[config.mk]
export PLATFORM = sky130hd
export DESIGN_NAME = bcd_to_display
export DESIGN_NICKNAME = d
export VERILOG_FILES = /design/src/rtl/bcd_to_display_pkg.sv /design/src/rtl/bcd_to_display_seg7_decode.sv /design/src/rtl/bcd_to_display.sv
export SDC_FILE = /design/constraint.sdc
export NUM_CORES = 1
export LEC_CHECK = 0
export ABC_AREA = 1
export BUFFER_PORTS_ARGS = -buffer_cell sky130_fd_sc_hd__buf_2
export CAP_MARGIN = 20
export CORE_MARGIN = 1.5
export CORE_UTILIZATION = 23
export CTS_CLUSTER_DIAMETER = 200
export DETAILED_ROUTE_END_ITERATION = 10
export GPL_ROUTABILITY_DRIVEN = 0
export PLACE_DENSITY_LB_ADDON = 0.05
export SETUP_SLACK_MARGIN = 0.1
export SYNTH_ARGS = -nofsm -noshare
export SYNTH_HDL_FRONTEND = slang
export SYNTH_HIERARCHICAL = 1
export SYNTH_SLANG_ARGS = --single-unit
export TNS_END_PERCENT = 20
[constraint.sdc]
create_clock -name clk -period 3.7 [get_ports clk]
set_clock_uncertainty 0.15 [all_clocks]
set_input_delay 0.555 -clock clk [delete_from_list [all_inputs] [get_ports clk]]
set_output_delay 0.555 -clock clk [all_outputs]
set_load 0.05 [all_outputs]
[src/rtl/bcd_to_display_pkg.sv]
// bcd_to_display_pkg: shared types, segment patterns and helpers for bcd_to_display (rev 1.0).
`default_nettype none

package bcd_to_display_pkg;

  localparam int BIN_W = 10;
  localparam int BCD_W = 12;
  localparam int SEG_W = 7;

  localparam logic [BIN_W-1:0] BCD_MAX = 10'd999;
  localparam logic [BCD_W-1:0] BCD_SAT = 12'h999;

  // Out-of-range nibble; the decoder turns it into a blank digit.
  localparam logic [3:0] NIB_BLANK = 4'hF;

  typedef enum logic [1:0] {
    ST_IDLE   = 2'd0,
    ST_SHIFT  = 2'd1,
    ST_COMMIT = 2'd2
  } state_t;

  // Active-low patterns, bit0 = a ... bit6 = g.
  localparam logic [SEG_W-1:0] SEG_0     = 7'b1000000;
  localparam logic [SEG_W-1:0] SEG_1     = 7'b1111001;
  localparam logic [SEG_W-1:0] SEG_2     = 7'b0100100;
  localparam logic [SEG_W-1:0] SEG_3     = 7'b0110000;
  localparam logic [SEG_W-1:0] SEG_4     = 7'b0011001;
  localparam logic [SEG_W-1:0] SEG_5     = 7'b0010010;
  localparam logic [SEG_W-1:0] SEG_6     = 7'b0000010;
  localparam logic [SEG_W-1:0] SEG_7     = 7'b1111000;
  localparam logic [SEG_W-1:0] SEG_8     = 7'b0000000;
  localparam logic [SEG_W-1:0] SEG_9     = 7'b0010000;
  localparam logic [SEG_W-1:0] SEG_BLANK = 7'b1111111;

  function automatic logic [BCD_W-1:0] add3_nibbles(input logic [BCD_W-1:0] bcd);
    logic [BCD_W-1:0] res;
    res = bcd;
    for (int i = 0; i < BCD_W / 4; i++) begin
      if (res[4*i +: 4] >= 4'd5) begin
        res[4*i +: 4] = res[4*i +: 4] + 4'd3;
      end
    end
    return res;
  endfunction

endpackage

`default_nettype wire

[src/rtl/bcd_to_display_seg7_decode.sv]
// seg7_decode: one BCD nibble to seven segments, polarity set by SEG_ACTIVE_LOW (rev 1.0).
`default_nettype none

module seg7_decode
  import bcd_to_display_pkg::*;
#(
  parameter bit SEG_ACTIVE_LOW = 1'b1
) (
  input  logic [3:0]       nibble,
  output logic [SEG_W-1:0] seg
);

  logic [SEG_W-1:0] seg_low;

  always_comb begin
    seg_low = SEG_BLANK;
    case (nibble)
      4'd0:    seg_low = SEG_0;
      4'd1:    seg_low = SEG_1;
      4'd2:    seg_low = SEG_2;
      4'd3:    seg_low = SEG_3;
      4'd4:    seg_low = SEG_4;
      4'd5:    seg_low = SEG_5;
      4'd6:    seg_low = SEG_6;
      4'd7:    seg_low = SEG_7;
      4'd8:    seg_low = SEG_8;
      4'd9:    seg_low = SEG_9;
      default: seg_low = SEG_BLANK;
    endcase
  end

  assign seg = SEG_ACTIVE_LOW ? seg_low : ~seg_low;

endmodule

`default_nettype wire

[src/rtl/bcd_to_display.sv]
// bcd_to_display: sequential double-dabble binary-to-BCD with saturation and 3-digit 7-seg decode (rev 1.0).
// Optional macro LEADING_ZERO_BLANK_EN blanks leading zero digits on digito2/digito1.
`default_nettype none

module bcd_to_display
  import bcd_to_display_pkg::*;
#(
  parameter bit SEG_ACTIVE_LOW = 1'b1
) (
  input  logic             clk,
  input  logic             reset,
  input  logic [BIN_W-1:0] valor_bin,
  output logic [BCD_W-1:0] valor_bcd,
  output logic [SEG_W-1:0] digito0,
  output logic [SEG_W-1:0] digito1,
  output logic [SEG_W-1:0] digito2,
  output logic             overflow,
  output logic             valid
);

  state_t           state;
  logic [BIN_W-1:0] bin_shift;
  logic [BCD_W-1:0] scratch;
  logic [BCD_W-1:0] scratch_adj;
  logic [3:0]       bit_cnt;
  logic             sat_pending;

  assign scratch_adj = add3_nibbles(scratch);

  always_ff @(posedge clk) begin
    if (reset) begin
      state       <= ST_IDLE;
      bin_shift   <= '0;
      scratch     <= '0;
      bit_cnt     <= '0;
      sat_pending <= 1'b0;
      valor_bcd   <= '0;
      overflow    <= 1'b0;
      valid       <= 1'b0;
    end else begin
      valid <= 1'b0;
      case (state)
        ST_IDLE: begin
          // Saturation is decided here because the thousands digit never fits the scratch.
          bin_shift   <= valor_bin;
          sat_pending <= (valor_bin > BCD_MAX);
          scratch     <= '0;
          bit_cnt     <= '0;
          state       <= ST_SHIFT;
        end
        ST_SHIFT: begin
          scratch   <= {scratch_adj[BCD_W-2:0], bin_shift[BIN_W-1]};
          bin_shift <= {bin_shift[BIN_W-2:0], 1'b0};
          bit_cnt   <= bit_cnt + 4'd1;
          if (bit_cnt == 4'(BIN_W - 1)) begin
            state <= ST_COMMIT;
          end
        end
        ST_COMMIT: begin
          valor_bcd <= sat_pending ? BCD_SAT : scratch;
          overflow  <= sat_pending;
          valid     <= 1'b1;
          state     <= ST_IDLE;
        end
        default: state <= ST_IDLE;
      endcase
    end
  end

  logic [3:0] nib0;
  logic [3:0] nib1;
  logic [3:0] nib2;

  assign nib0 = valor_bcd[3:0];
`ifdef LEADING_ZERO_BLANK_EN
  assign nib2 = (valor_bcd[11:8] == 4'd0) ? NIB_BLANK : valor_bcd[11:8];
  assign nib1 = (valor_bcd[11:4] == 8'd0) ? NIB_BLANK : valor_bcd[7:4];
`else
  assign nib2 = valor_bcd[11:8];
  assign nib1 = valor_bcd[7:4];
`endif

  seg7_decode #(.SEG_ACTIVE_LOW(SEG_ACTIVE_LOW)) u_dec0 (.nibble(nib0), .seg(digito0));
  seg7_decode #(.SEG_ACTIVE_LOW(SEG_ACTIVE_LOW)) u_dec1 (.nibble(nib1), .seg(digito1));
  seg7_decode #(.SEG_ACTIVE_LOW(SEG_ACTIVE_LOW)) u_dec2 (.nibble(nib2), .seg(digito2));

endmodule

`default_nettype wire

==> out/qor.txt <==
Status: finished, final reports clean
Area growth, synth to finish: 18.8%
CP Depth: 6
Crit path buffers/inverters: 2
Iter 0 DRT Violations: 108
Setup tns final: 0 ns
Max Fclk: 421 MHz
Synth Instances: 353
Worst-case hold slack: 0.323 ns
IO Pins: 47
Core area: 0.0103 mm^2
Fin util: 0.283
Worst-path cell chain: inv_1, ha_1, nand2_1, nand3_1, nand2_1, buf_2
Nets@finish: 436
Final Critical Period: 2.37 ns
Drt wl/cell: 11.4 um
Syn_area_per_cell: 6.96 um^2
Worst path slowest cell: dfxtp_1
#FFs+latches synth: 43
Setup slack after layout: 1.33 ns
Hold path startpoint: bin_shift[4]$_SDFFE_PP0P_
Post-Place Cell Area: 0.00282 mm^2
# rows: 37
CTS clk-pin slew, worst paths: 0.08 ns
CP dominant cell by count: nand2_1
Hold buffers post-CTS: 0
WS Path Type: reg -> out
Worst Setup Start Kind: flip-flop
Via count: 2334
DR pass1 iterations: 4
# setup viols final: 0
Pre-CTS WS: 1.60 ns
Main synth FF type: dfxtp_1
CTS Buffer Depth: 2
DRT Wirelength: 6140 um
Crit path launch: valor_bcd[9]$_SDFFE_PP0P_
Global-route wire length before repair: 10400 um
# DRC: 0
CP max stage delay: 0.49 ns
Antenna diodes: 0
Final Hold Viols: 0
FF-to-FF Start: state[1]$_SDFFE_PP0P_
DR top layer: met4
Vias per cell: 4.34
Die Width: 106 um
Initial core utilization: 0.238
Number of global-route vias before repair: 2251
Layout cells sized above 1: 0.174
PD cells: 296 mW/mm^2
Cell variety after synth: 26
Die ar.: 0.0113 mm^2
Worst Path Required: 2.99 ns
Maximum vdd drop: 0.113 mV
Final Cycle Share: 0.642
Post-placement cell count: 530
Max-slew headroom: 0.546
Hold Crit Depth: 2
CP delay by family, top: flip-flops
Leak: 1.50 nW
WHS Endpoint: bin_shift[5]$_SDFFE_PP0P_
Syn nets: 388
Final instance area: 0.00292 mm^2
RSZ-0062 raised after global routing: no
Cell Count, Final, Fillers Out: 538
Root Buffer: clkbuf_8
Post-Syn Area: 0.00246 mm^2
Worst r2r path cells: 4
DRT antenna net count: 0
Post-synthesis sequential area ratio: 0.350
Pins Over Slew Limit: 0
Count of input and output buffers: 46
GRT Residual Overflow: 0
Tot Pwr: 863 uW
Post-synth EDFFs: 0
GRT Total Usage: 0.115
Hold crit path type: reg -> reg
CP arrival: 1.67 ns
Yosys Warn Count: 6
TritonCTS clock tree: built
Largest net degree at the start of global routing: 17
Nature of the critical path endpoint: primary output
Clock net sink count: 43
Max Cap Violations: 0
CTS H-tree lvls: 2
Post-CTS Setup Inserts: 0
Reg2reg setup slack: 1.96 ns
Total CTS buffers: 5
Slew @ Worst Pin: 0.680 ns
Cts repair resizes: 0
Die H: 106 um
Routed wl met3: 289 um
Initial antenna violation count: 0
Met2 routed WL: 2790 um
CP Max Fanout: 7
Worst-Skew Late Latency: 0.30 ns
Met1 wire length: 2980 um
Reg-to-Reg End: valor_bcd[9]$_SDFFE_PP0P_
Dpl hpwl: 4730 um
Ys async rst share: 0
## metal layers
layer	vias to the layer above	track usage
li1	1234	-
met2	49	0.200
met5	-	0
met4	0	0.0367
met3	6	0.0251
met1	1045	0.139
## final cells by class
type / instances / area, um^2
fill: 1164 / 7400
multi-input combinational: 256 / 1370
sequential: 43 / 861
timing repair buffer: 46 / 230
inverter: 49 / 184
tap: 136 / 170
clock buffer: 8 / 100
## how the worst max path moves through the flow
stage	endpoint	slack (ns)
after floorplan	digito0[3]	1.32
after global placement	digito2[3]	1.63
after detailed placement	bin_shift[1]$_SDFFE_PP0P_	1.60
after CTS	digito0[3]	1.29
after global routing	digito0[3]	1.15
final	digito2[3]	1.33
## synth_stat cells, types with 3 or more instances
cell | n | area [um^2]
nand3_1 | 37 | 185
inv_2 | 6 | 22.5
ha_1 | 23 | 288
a21oi_1 | 17 | 85.1
nor2_1 | 12 | 45.0
o22ai_1 | 4 | 25.0
nand4_1 | 8 | 50.1
o21ai_2 | 3 | 26.3
inv_1 | 43 | 161
dfxtp_1 | 43 | 861
o21ai_0 | 14 | 70.1
o211ai_1 | 3 | 22.5
nand2_1 | 120 | 450
a22oi_1 | 3 | 22.5
## worst register-to-register path, cell delays in order (launching register included)
cell,delay (ns)
dfxtp_1,0.77
nand2_4,0.21
nor2_4,0.31
nand2_1,0.10
a21oi_1,0.13
## power breakdown
part           switching [mW]  total (mW)  internal [mW]  leakage, nW
Clock                   0.165       0.336          0.171       0.0515
Sequential            0.00745       0.480          0.473        0.349
Combinational          0.0306      0.0473         0.0167         1.10
Total                   0.203       0.863          0.660         1.50
## logic make-up after synthesis
group,Yosys count,share of synthesized area
and+or+nand+nor,186,0.331
buffers and inverters,54,0.0902
AOI/OAI and AO/OA,47,0.111
DFF,43,0.350
adders and majority gates,23,0.117
## sequential cells by signal, indices dropped and copies added (netlist names)
| signal | cells |
|---|---|
| overflow | 1 |
| bin_shift | 10 |
| state | 2 |
| bit_cnt | 4 |
| sat_pending | 1 |
| scratch | 12 |
| valid | 1 |
| valor_bcd | 12 |
## layout by cell type (no fill, tap or decap), types with 2 or more instances in the layout
master	instances
a21oi_1	17
a22oi_1	3
buf_2	46
clkbuf_8	7
dfxtp_1	43
ha_1	23
inv_1	43
inv_2	6
nand2_1	120
nand2_2	2
nand3_1	37
nand4_1	8
nor2_1	12
nor2_2	2
o211ai_1	3
o21ai_0	14
o21ai_2	3
o21bai_1	2
o22ai_1	4
(Power assumes the default switching activity.)
